[config.mk]
export PLATFORM = sky130hd
export DESIGN_NAME = hamming_sequencer_flat
export DESIGN_NICKNAME = d
export VERILOG_FILES = /design/src/rtl/hamming_pkg.sv /design/src/rtl/hamming_sequencer_if.sv /design/src/rtl/stage_timer.sv /design/src/rtl/hamming_sequencer.sv /design/src/flat_wrapper.sv
export SDC_FILE = /design/constraint.sdc
export NUM_CORES = 1
export LEC_CHECK = 0
export ABC_AREA = 1
export BUFFER_PORTS_ARGS = -buffer_cell sky130_fd_sc_hd__buf_2
export CAP_MARGIN = 20
export CORE_UTILIZATION = 41
export CTS_CLUSTER_DIAMETER = 80
export DETAILED_ROUTE_END_ITERATION = 10
export GPL_TIMING_DRIVEN = 0
export PLACE_DENSITY = 0.81
export SLEW_MARGIN = 10
export SYNTH_ARGS = -nofsm -noshare
export SYNTH_HDL_FRONTEND = slang
export SYNTH_SLANG_ARGS = --single-unit
[constraint.sdc]
create_clock -name clk -period 1.65 [get_ports clk]
set_input_delay 0.0825 -clock clk [delete_from_list [all_inputs] [get_ports clk]]
set_output_delay 0.0825 -clock clk [all_outputs]
set_load 0.005 [all_outputs]
[src/rtl/hamming_pkg.sv]
// Shared constants, state encoding and stage helpers for the Hamming
// datapath sequencer.
package hamming_pkg;

  localparam int DATA_W  = 4;
  localparam int CODE_W  = 7;
  // The syndrome addresses one of CODE_W bit positions, 0 meaning "no error".
  localparam int POS_W   = CODE_W - DATA_W;
  localparam int STATE_W = 3;

  typedef enum logic [STATE_W-1:0] {
    IDLE  = 3'd0,
    GEN   = 3'd1,
    ENC   = 3'd2,
    ERR   = 3'd3,
    CORR  = 3'd4,
    CHECK = 3'd5,
    DONE  = 3'd6
  } state_t;

  localparam int NUM_STAGES = 4;
  localparam int STG_GEN    = 0;
  localparam int STG_ENC    = 1;
  localparam int STG_ERR    = 2;
  localparam int STG_CORR   = 3;

  function automatic logic is_stage(state_t s);
    return (s == GEN) || (s == ENC) || (s == ERR) || (s == CORR);
  endfunction

  function automatic state_t stage_state(int idx);
    case (idx)
      STG_GEN:  return GEN;
      STG_ENC:  return ENC;
      STG_ERR:  return ERR;
      STG_CORR: return CORR;
      default:  return IDLE;
    endcase
  endfunction

endpackage

[src/rtl/hamming_sequencer_if.sv]
// Stage-enable / position / syndrome bundle between the sequencer (master)
// and the Hamming datapath stages (slave).
interface hamming_sequencer_if #(
  parameter int POS_W = hamming_pkg::POS_W
) ();

  logic             en_gen;
  logic             en_enc;
  logic             en_err;
  logic             en_corr;
  logic [POS_W-1:0] pos_out;
  logic [POS_W-1:0] syndrome;

  modport master (
    output en_gen, en_enc, en_err, en_corr, pos_out,
    input  syndrome
  );

  modport slave (
    input  en_gen, en_enc, en_err, en_corr, pos_out,
    output syndrome
  );

endinterface

[src/rtl/stage_timer.sv]
// Loadable down-counter timing how long each stage enable stays high;
// expire flags the final cycle of the current hold.
module stage_timer #(
  parameter int CNT_W = 1
) (
  input  logic             clk,
  input  logic             rst,
  input  logic             load,
  input  logic [CNT_W-1:0] hold_val,
  output logic             expire
);

  logic [CNT_W-1:0] cnt_reg;

  always_ff @(posedge clk or negedge rst) begin
    if (!rst) begin
      cnt_reg <= '0;
    end else if (load) begin
      cnt_reg <= hold_val;
    end else if (cnt_reg != '0) begin
      cnt_reg <= cnt_reg - CNT_W'(1);
    end
  end

  assign expire = (cnt_reg == '0);

endmodule

[src/rtl/hamming_sequencer.sv]
// Batch sequencer for the Hamming datapath: steps GEN->ENC->ERR->CORR->CHECK
// per word, one stage enable at a time, and scores syndromes against pos_out.
module hamming_sequencer
  import hamming_pkg::*;
#(
  parameter int NUM_WORDS  = 8,
  parameter int STAGE_HOLD = 1,
  parameter int POS_W      = hamming_pkg::POS_W
) (
  input  logic               clk,
  input  logic               rst,
  input  logic               start,
  input  logic               abort,
  input  logic               inject_en,
  input  logic [POS_W-1:0]   inject_pos,
  hamming_sequencer_if.master dp,
  output logic               busy,
  output logic               done,
  output logic [3:0]         word_cnt,
  output logic [3:0]         fail_cnt,
  output logic [STATE_W-1:0] state_o
);

  localparam int              CNT_W       = $clog2(STAGE_HOLD + 1);
  localparam logic [CNT_W-1:0] HOLD_RELOAD = CNT_W'(STAGE_HOLD - 1);
  localparam logic [3:0]      LAST_WORD   = 4'(NUM_WORDS);

  state_t                  state_reg;
  state_t                  state_next;
  logic [POS_W-1:0]        pos_reg;
  logic [3:0]              word_cnt_reg;
  logic [3:0]              fail_cnt_reg;
  logic [3:0]              word_cnt_inc;
  logic                    timer_load;
  logic                    timer_expire;
  logic                    accept;
  logic                    score;
  logic [NUM_STAGES-1:0]   en_vec;

  assign word_cnt_inc = word_cnt_reg + 4'd1;

  always_ff @(posedge clk or negedge rst) begin
    if (!rst) begin
      state_reg <= IDLE;
    end else begin
      state_reg <= state_next;
    end
  end

  always_comb begin
    state_next = state_reg;
    case (state_reg)
      IDLE:    if (start)        state_next = GEN;
      GEN:     if (timer_expire) state_next = ENC;
      ENC:     if (timer_expire) state_next = ERR;
      ERR:     if (timer_expire) state_next = CORR;
      CORR:    if (timer_expire) state_next = CHECK;
      CHECK:   state_next = (word_cnt_inc == LAST_WORD) ? DONE : GEN;
      DONE:    state_next = IDLE;
      default: state_next = IDLE;
    endcase
    // abort overrides every transition, including start in IDLE
    if (abort) begin
      state_next = IDLE;
    end
  end

  // Reload the hold counter on every entry into a stage state.
  assign timer_load = is_stage(state_next) && (state_next != state_reg);

  stage_timer #(
    .CNT_W (CNT_W)
  ) u_stage_timer (
    .clk      (clk),
    .rst      (rst),
    .load     (timer_load),
    .hold_val (HOLD_RELOAD),
    .expire   (timer_expire)
  );

  assign accept = (state_reg == IDLE)  && start && !abort;
  assign score  = (state_reg == CHECK) && !abort;

  always_ff @(posedge clk or negedge rst) begin
    if (!rst) begin
      pos_reg      <= '0;
      word_cnt_reg <= '0;
      fail_cnt_reg <= '0;
    end else if (accept) begin
      pos_reg      <= inject_en ? inject_pos : '0;
      word_cnt_reg <= '0;
      fail_cnt_reg <= '0;
    end else if (score) begin
      // syndrome was registered by the corrector on the last CORR edge
      word_cnt_reg <= word_cnt_inc;
      if (dp.syndrome != pos_reg) begin
        fail_cnt_reg <= fail_cnt_reg + 4'd1;
      end
    end
  end

  for (genvar gi = 0; gi < NUM_STAGES; gi++) begin : g_en
    assign en_vec[gi] = (state_reg == stage_state(gi));
  end

  assign dp.en_gen  = en_vec[STG_GEN];
  assign dp.en_enc  = en_vec[STG_ENC];
  assign dp.en_err  = en_vec[STG_ERR];
  assign dp.en_corr = en_vec[STG_CORR];
  assign dp.pos_out = pos_reg;

  assign busy     = (state_reg != IDLE);
  assign done     = (state_reg == DONE);
  assign word_cnt = word_cnt_reg;
  assign fail_cnt = fail_cnt_reg;
  assign state_o  = state_reg;

endmodule

[src/flat_wrapper.sv]
// flat-port wrapper written by rule: the top's interface ports become plain ports
module hamming_sequencer_flat import hamming_pkg::*;
#(
  parameter int NUM_WORDS  = 8,
  parameter int STAGE_HOLD = 1,
  parameter int POS_W      = hamming_pkg::POS_W
)
  (clk, rst, start, abort, inject_en, inject_pos, busy, done, word_cnt, fail_cnt, state_o, dp_en_gen, dp_en_enc, dp_en_err, dp_en_corr, dp_pos_out, dp_syndrome);
  hamming_sequencer_if #(.POS_W(POS_W)) dp_i ();
  input  logic clk;
  input  logic rst;
  input  logic start;
  input  logic abort;
  input  logic inject_en;
  input  logic [POS_W-1:0] inject_pos;
  output logic busy;
  output logic done;
  output logic [3:0] word_cnt;
  output logic [3:0] fail_cnt;
  output logic [STATE_W-1:0] state_o;
  output wire logic [$bits(dp_i.en_gen)-1:0] dp_en_gen;
  output wire logic [$bits(dp_i.en_enc)-1:0] dp_en_enc;
  output wire logic [$bits(dp_i.en_err)-1:0] dp_en_err;
  output wire logic [$bits(dp_i.en_corr)-1:0] dp_en_corr;
  output wire logic [$bits(dp_i.pos_out)-1:0] dp_pos_out;
  input wire logic [$bits(dp_i.syndrome)-1:0] dp_syndrome;
  assign dp_en_gen = dp_i.en_gen;
  assign dp_en_enc = dp_i.en_enc;
  assign dp_en_err = dp_i.en_err;
  assign dp_en_corr = dp_i.en_corr;
  assign dp_pos_out = dp_i.pos_out;
  assign dp_i.syndrome = dp_syndrome;
  hamming_sequencer #(.NUM_WORDS(NUM_WORDS), .STAGE_HOLD(STAGE_HOLD), .POS_W(POS_W)) u_core (.clk(clk), .rst(rst), .start(start), .abort(abort), .inject_en(inject_en), .inject_pos(inject_pos), .dp(dp_i), .busy(busy), .done(done), .word_cnt(word_cnt), .fail_cnt(fail_cnt), .state_o(state_o));
endmodule
==> flow_summary.yaml <==
status:
  status: "completed"
floorplanning:
  die_w_um: 46.7
  core.rowCount: 15
  io_pins: 31
  design.die.area_um2: 2180
  die_y_um: 46.7
  initial_core_util_pct: 45.6
  core_um2: 1800
logic_synthesis:
  synth_area_leader_cell: "dfrtp_1"
  yosys_warnings: 0
  synth_edf_count: 0
  synth_top_cells_by_area: "dfrtp_1 (43%), nand2_1 (13%), inv_1 (8.7%), nand3_1 (8.5%), o21ai_0 (4.3%)"
  async_flop_share_pct: 100
  yosysTopAreaCellShare_pct: 42.7
  synth-seq-cells: 14
  synthesis.instances: 111
  yosysMostFrequentCell: "nand2_1"
  ys_top_cells_by_count: "nand2_1 (28), inv_1 (19), dfrtp_1 (14), nand3_1 (14), o21ai_0 (7)"
  postSynthAreaPerCell_um2: 7.39
  synth_ff_type: "dfrtp_1"
  syn_area_um2: 821
  seq_area_frac_synth_pct: 42.7
  yosysUniqueCellTypes: 18
  syn-num-nets: 124
power:
  p_per_area_nw_per_um2: 820
  swShare_pct: 32.6
  clkPwrFrac_pct: 22.0
  p_sw_uw: 277
  vdd.ir_drop.worst_uv: 493
  p_comb_share_pct: 28.4
  power_frac_seq_pct: 49.6
  internal_power_uw: 572
  p_leak_nw: 0.643
drt:
  vias_per_cell: 4.75
  drc_errors: 0
  routed_wl_um: 1680
  drt_iter0_drc: 23
  vias: 808
  wire_per_inst_um: 9.86
  dr.pass1.iters: 4
  ant_nets: 0
clock_network:
  cts-resized-gates: 0
  cts.sinks: 14
  clk_pin_slew_ns: 0.07
  clk_latency_ns: 0.27
  cts_tree: "built"
  htree_levels: 1
  cts_root_buffer: "clkbuf_4"
  cts_buffers: 3
  clockBufferDepth: 2
global_route:
  grt.total_usage_pct: 16.7
  grt_pass1_wl_um: 2580
  grt-ovfl-total: 0
  grt_max_degree: 15
  grt_pass1_vias: 653
  antenna_found_initial: 0
timing:
  finalMaxSlewViolations: 0
  tightest_slew_ns: 0.318
  slew_headroom_pct: 78.8
  period_needed_ns: 1.32
  post-route-period-util_pct: 80.3
  fmax_mhz: 755
  hold_slack_ns: 0.0439
  fin_tns_setup_ns: 0
  grt_setup_unrepaired: "no"
  finalSetupViolCount: 0
  fin_worst_skew_ns: 0.00272
  hold_viol_final: 0
setup_path:
  cp-start-kind: "register"
  crit_type: "reg -> reg"
  cp_data_required_time_ns: 1.82
  critPathMaxFanout: 10
  crit_arrival_ns: 1.50
  rrSetupSlack_ns: 0.33
  critPathCaptureType: "register"
layout:
  final_layout_size_suffix_gt1_share_pct: 28.3
  syn2layout_area_growth_pct: 26.1
  diodes: 0
  final_nets: 160
placed_design:
  place.gp.congestion: 0.780
  hpwl_um: 1350
  port_buffers: 30
hold_path:
  holdCritPathClass: "in -> reg"
job:
  drv_cap: 0
critical path, cell delays in order, from the launching register on:
cell     delay (ns)
dfrtp_1        0.47
nor2_2         0.18
nand4_2        0.15
buf_6          0.18
inv_2          0.08
nor2_1         0.04
nand3_1        0.07
nand2_1        0.05
power groups by stage:
| stage | sequential, mW | combinational (mW) | clock (mW) |
|---|---|---|---|
| finish | 0.421 | 0.241 | 0.187 |
| global route | 0.429 | 0.280 | 0.211 |
| CTS | 0.421 | 0.246 | 0.199 |
| detailed placement | 0.427 | 0.242 | 0 |
| global placement | 0.425 | 0.236 | 0 |
| floorplan | 0.428 | 0.139 | 0 |
cells in the final DEF, fill, tap and decap left out, drive strengths merged:
cell type	count
dlygate4sd3	1
nand4	6
xor2	1
nand3	15
xnor2	1
ha	2
nand2	28
o21ai	8
dfrtp	14
clkbuf	3
nor3	2
a21oi	4
nor2	8
buf	31
inv	21
routing by layer:
layer,vias to the layer above,GRT usage [%],wire [µm]
met5,-,0,0
met4,0,5.14,20
met3,2,6.92,86
met2,26,26.7,814
met1,353,20.7,756
li1,427,-,-
kinds of logic after synthesis:
| family | Yosys count | synth area share [%] |
|---|---|---|
| and+or+nand+nor | 59 | 33.4 |
| buffers and inverters | 22 | 11.0 |
| DFF | 14 | 42.7 |
| AOI/OAI and AO/OA | 12 | 7.77 |
| xor gates and xnor gates | 2 | 2.13 |
| adders and majority gates | 2 | 3.05 |
area by class of cell:
class                   count  area (µm²)
fillers                   191         767
multi-input cells          75         380
flip-flops and latches     14         350
repair buffers             31         160
inverters                  21        78.8
well taps                  25        31.3
clock buffers               3        22.5
plain buffers               1        11.3
what timing repair did:
action	CTS	global route
buffers inserted	0	0
hold endpoints to repair	14	0
hold buffers	1	0
metrics by stage:
step | utilization, % | setup slack (ns) | cell area (µm²) | power (mW) | instances
after floorplan | - | 0.437 | 821 | 0.567 | 111
after global placement | 55.6 | 0.343 | 1000 | 0.662 | 166
after detailed placement | 55.6 | 0.327 | 1000 | 0.670 | 166
after CTS | 57.4 | 0.304 | 1030 | 0.865 | 170
after global routing | 57.4 | 0.195 | 1030 | 0.919 | 170
final | 57.4 | 0.325 | 1030 | 0.849 | 170
final timing paths:
check                                               start                          endpoint  cells past startpoint
hold / removal                              inject_pos[1]  u_core.dp.pos_out[1]$_DFFE_PN0P_                      3
hold reg to reg            u_core.fail_cnt[3]$_DFFE_PN0P_    u_core.fail_cnt[3]$_DFFE_PN0P_                      2
min in group asynchronous                             rst    u_core.word_cnt[3]$_DFFE_PN0P_                      2
setup / recovery              u_core.state_o[0]$_DFF_PN0_    u_core.fail_cnt[3]$_DFFE_PN0P_                      7
setup reg to reg              u_core.state_o[0]$_DFF_PN0_    u_core.fail_cnt[3]$_DFFE_PN0P_                      7
max in group asynchronous                             rst       u_core.state_o[0]$_DFF_PN0_                      2
Power figures use the tool's default switching activity.
